**src/rtl/intr_pkg.sv**
```systemverilog
// ---------------------------------------------------------------------------
// intr_pkg
// Shared definitions for the interrupt arbiter: the arbiter FSM state
// encoding and the default bus-request (BR) priority level of each port.
// No ports; imported by intr_prio_sel and intr_arb.
// ---------------------------------------------------------------------------
package intr_pkg;

    localparam int NPORTS = 4;

    // Arbiter phases: wait for a request, present it, acknowledge it,
    // then back off before looking at requests again.
    typedef enum logic [1:0] {
        IDLE  = 2'd0,
        PEND  = 2'd1,
        GRANT = 2'd2,
        HOLD  = 2'd3
    } state_e;

    localparam logic [2:0] BR0_DEFAULT = 3'd4;
    localparam logic [2:0] BR1_DEFAULT = 3'd5;
    localparam logic [2:0] BR2_DEFAULT = 3'd6;
    localparam logic [2:0] BR3_DEFAULT = 3'd7;

endpackage

```
**src/rtl/intr_prio_sel.sv**
```systemverilog
// ---------------------------------------------------------------------------
// intr_prio_sel
// Combinational priority selector. A port is eligible when it requests and
// its BR level is strictly above the processor priority. The winner is the
// eligible port with the highest BR; ties resolve to the lowest index.
// Ports:
//   req      in  4  request per port
//   cpu_ipl  in  3  current processor priority
//   br0..br3 in  3  BR level of each port
//   valid    out 1  at least one port is eligible
//   index    out 2  winning port index (0 when valid=0)
// ---------------------------------------------------------------------------
module intr_prio_sel
    import intr_pkg::*;
(
    input  logic [3:0] req,
    input  logic [2:0] cpu_ipl,
    input  logic [2:0] br0,
    input  logic [2:0] br1,
    input  logic [2:0] br2,
    input  logic [2:0] br3,
    output logic       valid,
    output logic [1:0] index
);

    logic [NPORTS-1:0][2:0] brs;
    logic [2:0]             best;

    assign brs = {br3, br2, br1, br0};

    // Scan from port 0 upward and only replace the current best on a
    // strictly higher level, so equal levels keep the lower index.
    always_comb begin
        valid = 1'b0;
        index = 2'd0;
        best  = 3'd0;
        for (int n = 0; n < NPORTS; n++) begin
            if (req[n] && (brs[n] > cpu_ipl) && (!valid || (brs[n] > best))) begin
                valid = 1'b1;
                index = 2'(n);
                best  = brs[n];
            end
        end
    end

endmodule

```
**src/rtl/intr_arb.sv**
```systemverilog
// ---------------------------------------------------------------------------
// intr_arb
// Four-port vectored interrupt arbiter. Picks the highest-priority eligible
// device, presents its vector to the CPU, and on acknowledge pulses a
// one-hot grant back to that device, then holds off for HOLDOFF cycles.
// Ports:
//   clk           in  1   clock, all state changes on rising edge
//   reset_n       in  1   synchronous active-low reset
//   dev_req       in  4   level request per device
//   dev_vec       in  32  8-bit vector per device, port n at [8n+7:8n]
//   cpu_ipl       in  3   processor priority
//   interrupt_ack in  1   CPU accepts the presented vector
//   interrupt     out 1   registered interrupt request
//   vector        out 8   vector of the current winner, 0 when idle
//   dev_grant     out 4   one-hot one-cycle acknowledge to the winner
// ---------------------------------------------------------------------------
module intr_arb
    import intr_pkg::*;
#(
    parameter logic [2:0] BR0     = BR0_DEFAULT,
    parameter logic [2:0] BR1     = BR1_DEFAULT,
    parameter logic [2:0] BR2     = BR2_DEFAULT,
    parameter logic [2:0] BR3     = BR3_DEFAULT,
    parameter int         HOLDOFF = 2
)(
    input  logic        clk,
    input  logic        reset_n,
    input  logic [3:0]  dev_req,
    input  logic [31:0] dev_vec,
    input  logic [2:0]  cpu_ipl,
    input  logic        interrupt_ack,
    output logic        interrupt,
    output logic [7:0]  vector,
    output logic [3:0]  dev_grant
);

    localparam logic [3:0] HOLD_LAST = 4'(HOLDOFF - 1);

    state_e     state_q;
    logic [1:0] win_idx_q;
    logic [2:0] win_br_q;
    logic [7:0] win_vec_q;
    logic [3:0] hold_cnt_q;
    logic       interrupt_q;
    logic [7:0] vector_q;
    logic [3:0] dev_grant_q;

    logic       sel_valid;
    logic [1:0] sel_idx;
    logic [2:0] sel_br_d;
    logic [7:0] sel_vec_d;
    logic       withdrawn;

    intr_prio_sel u_sel (
        .req     (dev_req),
        .cpu_ipl (cpu_ipl),
        .br0     (BR0),
        .br1     (BR1),
        .br2     (BR2),
        .br3     (BR3),
        .valid   (sel_valid),
        .index   (sel_idx)
    );

    // BR level and vector slice of the current selector winner, latched
    // on entry to PEND so later input changes cannot alter the offer.
    always_comb begin
        sel_br_d = BR0;
        case (sel_idx)
            2'd0:    sel_br_d = BR0;
            2'd1:    sel_br_d = BR1;
            2'd2:    sel_br_d = BR2;
            default: sel_br_d = BR3;
        endcase
        sel_vec_d = dev_vec[{sel_idx, 3'b000} +: 8];
    end

    // The pending winner is dropped if it withdraws or the CPU raises its
    // priority to or above the winner's level.
    assign withdrawn = !dev_req[win_idx_q] || (cpu_ipl >= win_br_q);

    // Main FSM; all outputs are registered here. Acknowledge is checked
    // before withdrawal so a same-cycle ack always wins.
    always_ff @(posedge clk) begin
        if (!reset_n) begin
            state_q     <= IDLE;
            win_idx_q   <= 2'd0;
            win_br_q    <= 3'd0;
            win_vec_q   <= 8'o0;
            hold_cnt_q  <= 4'd0;
            interrupt_q <= 1'b0;
            vector_q    <= 8'o0;
            dev_grant_q <= 4'b0;
        end else begin
            case (state_q)
                IDLE: begin
                    dev_grant_q <= 4'b0;
                    if (sel_valid) begin
                        win_idx_q   <= sel_idx;
                        win_br_q    <= sel_br_d;
                        win_vec_q   <= sel_vec_d;
                        interrupt_q <= 1'b1;
                        vector_q    <= sel_vec_d;
                        state_q     <= PEND;
                    end else begin
                        interrupt_q <= 1'b0;
                        vector_q    <= 8'o0;
                    end
                end
                PEND: begin
                    if (interrupt_ack) begin
                        interrupt_q <= 1'b0;
                        vector_q    <= 8'o0;
                        dev_grant_q <= 4'b0001 << win_idx_q;
                        state_q     <= GRANT;
                    end else if (withdrawn) begin
                        interrupt_q <= 1'b0;
                        vector_q    <= 8'o0;
                        state_q     <= IDLE;
                    end else begin
                        interrupt_q <= 1'b1;
                        vector_q    <= win_vec_q;
                    end
                end
                GRANT: begin
                    dev_grant_q <= 4'b0;
                    hold_cnt_q  <= 4'd0;
                    state_q     <= HOLD;
                end
                default: begin
                    if (hold_cnt_q == HOLD_LAST) begin
                        hold_cnt_q <= 4'd0;
                        state_q    <= IDLE;
                    end else begin
                        hold_cnt_q <= hold_cnt_q + 4'd1;
                    end
                end
            endcase
        end
    end

    assign interrupt = interrupt_q;
    assign vector    = vector_q;
    assign dev_grant = dev_grant_q;

endmodule

```
**config.mk**
```make
export PLATFORM = sky130hd
export DESIGN_NAME = intr_arb
export DESIGN_NICKNAME = d
export VERILOG_FILES = /design/src/rtl/intr_pkg.sv /design/src/rtl/intr_prio_sel.sv /design/src/rtl/intr_arb.sv
export SDC_FILE = /design/constraint.sdc
export NUM_CORES = 1
export LEC_CHECK = 0
export CORE_MARGIN = 2
export CORE_UTILIZATION = 54
export CTS_BUF_LIST = sky130_fd_sc_hd__clkbuf_16
export DETAILED_ROUTE_END_ITERATION = 6
export GPL_ROUTABILITY_DRIVEN = 0
export PLACE_DENSITY = 0.93
export SYNTH_ARGS = -nofsm -noshare
export SYNTH_HDL_FRONTEND = slang
export SYNTH_HIERARCHICAL = 1
export SYNTH_SLANG_ARGS = --single-unit
```
**constraint.sdc**
```tcl
create_clock -name clk -period 12.15 [get_ports clk]
set_input_delay 2.43 -clock clk [delete_from_list [all_inputs] [get_ports clk]]
set_output_delay 2.43 -clock clk [all_outputs]
set_load 0.01 [all_outputs]
```
==> flow_summary.toml, run 1 <==
[setup_path]
crit-reg2reg-launch = "state_q[1]"
start_kind = "primary input"
critPathArrivalTime_ps = 8000
cp-startpoint = "cpu_ipl[1]"
endpoint_kind = "flop"
crit_fanout = 9
worstPathRequired_ps = 12310
path_class = "primary input to flop"

[yosys]
synth-main-ff-cell = "dfxtp_1"
syn_area_um2 = 2311
ys_warn_count = 6
synthTopCellsByArea = "dfxtp_1 28%, ha_1 14%, mux4_2 8.8%"
synth_top_area_share_pct = 27.72
ys_seq_area_share_pct = 27.72
synth_area_leader_cell = "dfxtp_1"
syn_inst = 257
syn_area_per_cell_um2 = 8.992
ys_ff_latch = 32
async_flop_share_pct = 0
synth_edf_count = 0
yosysUniqueCellTypes = 51

[timing]
holdWs_ps = 478.2
worst_pin_slew_ps = 938.0
tns_ps = 0
rsz0062_at_grt = "false"
slew_violations = 0
finalHoldViolations = 0
timing.final.crit_share_pct = 64.47
finalSetupViolCount = 0
slew_headroom_pct = 37.27
period_needed_ps = 7833
fmax_mhz = 127.7
setup_slack_ps = 4317
skew_ps = 4.953

[worst_hold_path]
hold_path.startpoint = "win_vec_q[4]"
hp-class = "flop to flop"

[final_layout]
layout.cells.most_common = "clkdlybuf4s50_1"
drive_above_1_share_pct = 10.15
fillCellCount = 267
layout_common_cells = "54 x clkdlybuf4s50_1, 32 x dfxtp_1, 29 x nand2_1, 29 x conb_1, 26 x ha_1"
diodes = 0
syn_to_final_growth_pct = 34.27
fin_util_pct = 76.47
final_nets = 402
stdcell_count = 385
design_area_um2 = 3103

[cts]
clk_latency_ps = 280
post_cts_buffers = 0
cts_sinks = 32
ctsResizeCount = 0
cts_tree = "yes"
cts_buffers = 5
clk_pin_slew_ps = 50
cts_root_buffer = "clkbuf_16"
cts_hold_repair.buffers = 0
clock_tree.buffer_depth = 2
cts_htree_levels = 2

[global_route]
grt_max_degree = 33
grt_pass1_vias = 2259
grt_remaining_overflow = 0
grt.total_usage_pct = 26.47
antenna_found_initial = 0
grt_pass1_wl_um = 10160

[outcome]
status = "finished clean"

[die]
rows = 23
die_y_um = 69.42
start_util_pct = 56.95
dieArea_um2 = 4819
die_x_um = 69.42
io_pins = 55
core_area_um2 = 4058

[placement]
dp_hpwl_um = 4358
place_area_um2 = 2964
placedCellCount = 377
dpl_worst_slack_ps = 4070
port_buffers = 54

[run]
cap_violations = 0

[power_and_ir_drop]
power.total_uw = 382.2
vdd_drop_max_mv = 0.07432
p_per_area_nw_per_um2 = 123.2
seqPwrFrac_pct = 34.3
p_clk_share_pct = 31.7
pwr-share-comb_pct = 34.0
leakage_nw = 1.235
p_int_uw = 255.6
swShare_pct = 33.14
p_sw_uw = 126.7

[route]
ant_nets = 0
avgRoutedWirePerCell_um = 15.65
drt_iter0_drc = 190
num_vias = 2239
first_pass_iters = 4
via_per_inst = 5.816
wl_um = 6026
drc = 0
## power groups by stage
stage	sequential, mW	combinational, mW	clock (mW)
floorplan	0.130	0.0858	0
global placement	0.132	0.121	0
detailed placement	0.132	0.126	0
CTS	0.131	0.128	0.122
global route	0.133	0.142	0.127
finish	0.131	0.130	0.121
## kinds of logic after synthesis
kind of cell,after synthesis,share of synthesized area [%]
AOI/OAI and AO/OA,80,24.58
adders and majority gates,26,14.08
buffers and inverters,32,5.631
DFF,32,27.72
muxes,13,10.83
other,2,0.3250
and+or+nand+nor,72,16.84
## per-layer routing
metal	part of all wire (%)	track usage (%)	vias to the layer above
li1	-	-	1064
met1	39	30.05	1072
met2	53	46.58	85
met3	5.3	4.070	18
met4	2.9	15.69	0
met5	0	0	-
## sequential cells by signal, summed over array words and instances (netlist names)
name / flops
win_vec_q: 8
state_q: 2
win_idx_q: 2
dev_grant: 4
vector: 8
interrupt: 1
win_br_q: 3
hold_cnt_q: 4
## path summary, 6_finish.rpt
kind,slack [ps],cells after the start,to
worst max-delay path,4320,25,vector[4]
worst min-delay path,480,2,vector[4]
worst max register to register,10240,4,state_q[1]
worst min register to register,480,2,vector[4]
## cells in the mapped netlist, drive strengths merged (4+ instances only)
cell    count
dfxtp      32
nand2      29
ha         26
a21oi      21
inv        21
a21boi     20
o21ai      16
nand3      10
mux4        9
nand4       8
buf         6
clkbuf      5
nor2        5
nor2b       5
a31oi       4
and2        4
## area by class of cell
type                            count  area [um2]  area share (%)
Sequential cell                    32       640.6           20.65
Clock buffer                        5       125.1           4.032
Timing Repair Buffer               54       540.5           17.42
Multi-Input combinational cell    220        1642           52.90
Tap cell                           50       62.56           2.016
Inverter                           21       78.83           2.540
Clock inverter                      3       13.76          0.4435
## worst max-delay path, cell delays in order
cell             delay, ps
clkdlybuf4s50_1        490
inv_1                  100
ha_1                   340
and3_4                 180
nor3_4                 300
nand2_1                 90
ha_1                   290
o21a_1                 140
o21ai_0                 90
a21boi_2               230
a22oi_1                160
ha_1                   330
a21oi_1                 70
a31oi_1                260
o21ai_4                120
mux2_2                 290
ha_1                   300
a21o_1                 110
a21oi_1                 60
a31oi_1                200
o21ai_1                130
a21bo_2                440
mux4_2                 570
a21oi_1                170
a21oi_1                 90
(Power assumes the default switching activity.)
==> inputs of run 2 (changes only) <==
--- a/config.mk
+++ b/config.mk
@@ -6,11 +6,11 @@
 export NUM_CORES = 1
 export LEC_CHECK = 0
 export CORE_MARGIN = 2
-export CORE_UTILIZATION = 54
+export CORE_UTILIZATION = 45
 export CTS_BUF_LIST = sky130_fd_sc_hd__clkbuf_16
 export DETAILED_ROUTE_END_ITERATION = 6
 export GPL_ROUTABILITY_DRIVEN = 0
-export PLACE_DENSITY = 0.93
+export PLACE_DENSITY = 0.83
 export SYNTH_ARGS = -nofsm -noshare
 export SYNTH_HDL_FRONTEND = slang
 export SYNTH_HIERARCHICAL = 1
==> constraint.sdc (replaced) <==
create_clock -name clk -period 6.55 [get_ports clk]
set_input_delay 1.31 -clock clk [delete_from_list [all_inputs] [get_ports clk]]
set_output_delay 1.31 -clock clk [all_outputs]
set_load 0.01 [all_outputs]
==> run 2 against run 1 <==
  * First-iteration DRC count is 55% lower
  * Cell area is 3.6% higher
  * Highest routed layer unchanged
  * Combinational power is 93% higher
  * Largest power group is now combinational logic
  * Via count is 0.36% lower
  * Clock power is 82% higher
  * Critical path depth is 1 lower
  * Core utilization is 13 points lower
  * Sequential power is 85% higher
==> flow_summary.toml, run 2 (synthesis gave the netlist of run 1 again) <==
[outcome]
status = "finished clean"

[final_layout]
diodes = 0
syn_to_final_growth_pct = 39.09
drive_above_1_share_pct = 13.16
layout.cells.most_common = "clkdlybuf4s50_1"
layout_common_cells = "54 x clkdlybuf4s50_1, 32 x dfxtp_1, 29 x conb_1"
design_area_um2 = 3214
final_nets = 409

[run]
cap_violations = 0

[die]
die_x_um = 75.66
die_y_um = 75.66
core_area_um2 = 5042
rows = 26
dieArea_um2 = 5724
start_util_pct = 45.83
io_pins = 55

[setup_path]
path_class = "primary input to flop"
crit_fanout = 4
critPathArrivalTime_ps = 6450
start_kind = "primary input"
endpoint_kind = "flop"
worstPathRequired_ps = 6710

[global_route]
grt_pass1_wl_um = 9466
grt.total_usage_pct = 21.53
antenna_found_initial = 0
grt_pass1_vias = 2157
grt_max_degree = 33
grt_remaining_overflow = 0

[power_and_ir_drop]
vdd_drop_max_mv = 0.1909
leakage_nw = 1.276
p_clk_share_pct = 30.8
p_per_area_nw_per_um2 = 222.1
seqPwrFrac_pct = 34.0
p_sw_uw = 232.2
p_int_uw = 481.8
pwr-share-comb_pct = 35.2
swShare_pct = 32.52

[route]
wl_um = 5993
first_pass_iters = 5
avgRoutedWirePerCell_um = 14.55
ant_nets = 0
via_per_inst = 5.415
drt_iter0_drc = 85
num_vias = 2231
drc = 0

[timing]
tns_ps = 0
slew_violations = 0
worst_pin_slew_ps = 905.3
holdWs_ps = 474.5
skew_ps = 4.026
slew_headroom_pct = 39.46
finalSetupViolCount = 0
fmax_mhz = 159.0
timing.final.crit_share_pct = 96.04
period_needed_ps = 6291
finalHoldViolations = 0

[cts]
cts_tree = "yes"
clock_tree.buffer_depth = 2
cts_htree_levels = 2
cts_sinks = 32
cts_root_buffer = "clkbuf_16"
cts_buffers = 5
clk_pin_slew_ps = 50
clk_latency_ps = 280

[placement]
dp_hpwl_um = 4325
port_buffers = 54
place_area_um2 = 3004

[worst_hold_path]
hp-class = "flop to flop"
## run 2: per-layer routing
metal,global-route usage [%],routed length (um),up-vias
met1,26.91,2514,1078
met5,0,0,-
met3,3.836,188,13
met2,37.29,3174,58
met4,7.602,115,0
li1,-,-,1082
## run 2: power groups by stage
stage	Sequential (mW)	Combinational, mW	Clock (mW)
finish	0.243	0.251	0.220
global route	0.246	0.279	0.231
CTS	0.242	0.237	0.223
detailed placement	0.245	0.235	0
global placement	0.244	0.227	0
floorplan	0.241	0.159	0
## run 2: cell type report
cell class | count | area [um2]
clock inverters | 3 | 13.76
fillers | 414 | 1828
inverters | 21 | 78.83
repair buffers | 60 | 585.6
flip-flops and latches | 32 | 640.6
well taps | 70 | 87.58
multi-input cells | 221 | 1683
clock buffers | 5 | 125.1
## run 2: stage by stage
step	utilization, %	cells	power, mW	setup slack (ps)
2_1_floorplan	-	284	0.4000	691.1
3_3_place_gp	59.58	399	0.4710	75.40
3_5_place_dp	59.58	399	0.4801	-205.0
4_1_cts	62.33	407	0.7025	57.97
5_1_grt	63.75	412	0.7568	-81.86
6_report	63.75	412	0.7141	259.4
## run 2: worst max-delay path, stage by stage
cell             delay (ps)
clkdlybuf4s50_1         480
inv_1                   110
ha_1                    370
and3_4                  180
nor3_4                  180
nand2_1                  80
ha_1                    290
o21a_1                  130
o21ai_0                  90
a21boi_2                210
a22oi_2                 120
ha_1                    320
a21oi_1                  90
a31oi_2                 220
o21ai_4                 110
buf_4                   170
mux2_4                  290
ha_1                    280
a31oi_1                 240
o21ai_2                 110
a21bo_2                 300
mux4_2                  540
a21oi_1                 160
a21oi_1                  80
## run 2: final timing paths
check                     from    endpoint  slack [ps]  depth (start not counted)
setup / recovery    cpu_ipl[1]   vector[7]         260                         24
hold / removal    win_vec_q[7]   vector[7]         470                          2
setup reg to reg    state_q[1]  state_q[1]        4700                          4
hold reg to reg   win_vec_q[7]   vector[7]         470                          2
## run 2: timing repair
item                                    CTS  global route
endpoints found under the setup margin    0            16
hold buffers                              0             0
buffers inserted                          0             4
resized for setup                         0             6
==> inputs of run 3 (changes only) <==
--- a/config.mk
+++ b/config.mk
@@ -5,12 +5,14 @@
 export SDC_FILE = /design/constraint.sdc
 export NUM_CORES = 1
 export LEC_CHECK = 0
+export ABC_AREA = 1
 export CORE_MARGIN = 2
-export CORE_UTILIZATION = 45
+export CORE_UTILIZATION = 46
 export CTS_BUF_LIST = sky130_fd_sc_hd__clkbuf_16
+export CTS_CLUSTER_SIZE = 40
 export DETAILED_ROUTE_END_ITERATION = 6
 export GPL_ROUTABILITY_DRIVEN = 0
-export PLACE_DENSITY = 0.83
+export PLACE_DENSITY = 0.84
 export SYNTH_ARGS = -nofsm -noshare
 export SYNTH_HDL_FRONTEND = slang
 export SYNTH_HIERARCHICAL = 1
==> run 3 against run 2 <==
  * Sequential share of layout area shrank 0.34 points
  * Via count grew 19%
  * Core utilization grew 0.27 points
  * Critical endpoint unchanged
  * Non-clock buffer count shrank 4
  * Area after synthesis grew 5.2%
  * Highest routed layer unchanged
==> flow_summary.toml, run 3 <==
[placement]
dp_hpwl_um = 4629
dpl_worst_slack_ps = 255.7
port_buffers = 54

[timing]
finalSetupViolCount = 0
tns_ps = 0
skew_ps = 7.086
setup_slack_ps = 580.4
fmax_mhz = 167.5
period_needed_ps = 5970
slew_violations = 0
rsz0062_at_grt = "false"
worst_pin_slew_ps = 751.8
timing.final.crit_share_pct = 91.14
slew_headroom_pct = 49.60
finalHoldViolations = 0

[final_layout]
regArea_um2 = 640.6
multi_input_area_um2 = 1644
final_nets = 516
fillCellCount = 487
syn_to_final_growth_pct = 34.48
diodes = 0
layout.cells.most_common = "nand2_1"
drive_above_1_share_pct = 6.682
layout_common_cells = "94 x nand2_1, 57 x nand3_1, 54 x clkdlybuf4s50_1"

[power_and_ir_drop]
leakage_nw = 1.525
p_int_uw = 524.3
pwr-share-comb_pct = 36.8
p_per_area_nw_per_um2 = 246.2
swShare_pct = 34.85
p_clk_share_pct = 32.5
p_sw_uw = 280.5
vdd_drop_max_mv = 0.1563
seqPwrFrac_pct = 30.7

[route]
wl_um = 6263
drc = 0
num_vias = 2653
via_per_inst = 5.112
ant_nets = 0
avgRoutedWirePerCell_um = 12.07
drt_iter0_drc = 211
first_pass_iters = 5

[die]
dieArea_um2 = 5882
die_y_um = 76.70
die_x_um = 76.70
io_pins = 55
start_util_pct = 47.60
core_area_um2 = 5107
rows = 26

[yosys]
syn_inst = 373
syn_area_per_cell_um2 = 6.518
yosysMostFrequentCell = "nand2_1"
synth_commonest_cells = "95 x nand2_1, 57 x nand3_1, 41 x inv_1"
ys_seq_area_share_pct = 26.35
ys_warn_count = 6
synth_area_leader_cell = "dfxtp_1"
async_flop_share_pct = 0
synth_edf_count = 0
synthTopCellsByArea = "dfxtp_1 26%, nand2_1 15%, ha_1 13%"
syn_area_um2 = 2431
ys_ff_latch = 32
synth_top_area_share_pct = 26.35
synth-main-ff-cell = "dfxtp_1"
yosysUniqueCellTypes = 32

[worst_hold_path]
hold_path.startpoint = "dev_grant[0]"
hp-class = "flop to flop"

[setup_path]
worstPathRequired_ps = 6750
critPathArrivalTime_ps = 6170
crit-reg2reg-launch = "state_q[1]"
slowest_stage = "clkdlybuf4s50_1"
crit_fanout = 10
cp-startpoint = "cpu_ipl[1]"
endpoint_kind = "flop"
worst_path_most_repeated_cell = "nand2_1"
slowest_delay_ps = 510
path_class = "primary input to flop"
start_kind = "primary input"

[global_route]
antenna_found_initial = 0
grt_remaining_overflow = 0
grt.total_usage_pct = 22.13
grt_pass1_wl_um = 10850
grt_pass1_vias = 2518
grt_max_degree = 20

[cts]
cts_buffers = 5
clock_tree.buffer_depth = 2
cts_sinks = 32
cts_root_buffer = "clkbuf_16"
cts_hold_repair.buffers = 0
cts_htree_levels = 2
clk_latency_ps = 280
clk_pin_slew_ps = 60
cts_tree = "yes"

[run]
cap_violations = 0

[outcome]
status = "finished clean"
[run 3: changes by cell type after synthesis, sizes merged, moves of 5 or more]
cell / change
a21boi: -20
a21oi: +18
inv: +24
mux4: -9
nand2: +74
nand3: +48
nand4: -8
nor2: +17
nor2b: -5
o21ai: +5
[run 3: area by class of cell]
class | instances | share of cell area, %
Clock inverter | 3 | 1.301
Timing Repair Buffer | 56 | 16.99
Multi-Input combinational cell | 308 | 50.29
Sequential cell | 32 | 19.59
Inverter | 45 | 5.320
Tap cell | 70 | 2.679
Clock buffer | 5 | 3.827
[run 3: critical path, delay by kind of cell]
kind / cells / cell delay [ps]
fa+ha+maj: 4 / 1230
simple gates: 24 / 2150
buf+inv: 6 / 1020
compound gates: 4 / 420
[run 3: final timing paths]
check            endpoint  slack [ps]  cells after the start
max reg2reg   win_br_q[0]        4620                      4
max             vector[7]         580                     38
min          dev_grant[0]         460                      2
min reg2reg  dev_grant[0]         460                      2
[run 3: cells by family (layout without fill, tap and decap cells)]
kind of cell,after synthesis,after routing,synth area share (%)
other cells,2,25,0.3089
compound gates,63,63,13.18
buf+inv,56,109,9.675
simple gates,193,193,36.75
flops,32,32,26.35
xor+xnor,1,1,0.3603
fa+ha+maj,26,26,13.38
[run 3: repair_timing]
| item | CTS | global route |
|---|---|---|
| resized for setup | 0 | 2 |
| buffers inserted | 0 | 0 |
| setup endpoints to repair | 0 | 2 |
[run 3: metrics by stage]
| stage | hold slack (ps) | util [%] | total power [mW] | instance area, um2 | std cells |
|---|---|---|---|---|---|
| final | 459.0 | 64.01 | 0.8048 | 3269 | 519 |
| after global routing | 485.5 | 64.01 | 0.8544 | 3269 | 519 |
| after CTS | 462.0 | 63.91 | 0.7951 | 3264 | 519 |
| after detailed placement | 455.6 | 60.63 | 0.5354 | 3097 | 511 |
| after global placement | 447.0 | 60.63 | 0.5272 | 3097 | 511 |
| after floorplan | 439.3 | - | 0.4437 | 2517 | 396 |
[run 3: metal layers]
layer | global-route usage (%) | up-vias | share of wire [%]
met3 | 3.176 | 8 | 6.9
met2 | 39.56 | 107 | 49
met5 | 0 | - | 0
met1 | 27.70 | 1191 | 43
li1 | - | 1347 | -
met4 | 5.818 | 0 | 1.3
[run 3: power by group through the flow]
stage                     sequential, mW  clock [mW]  combinational, mW
after global placement             0.248           0              0.279
after global routing               0.250       0.272              0.333
after detailed placement           0.249           0              0.286
final                              0.247       0.262              0.296
after floorplan                    0.249           0              0.195
after CTS                          0.246       0.259              0.290
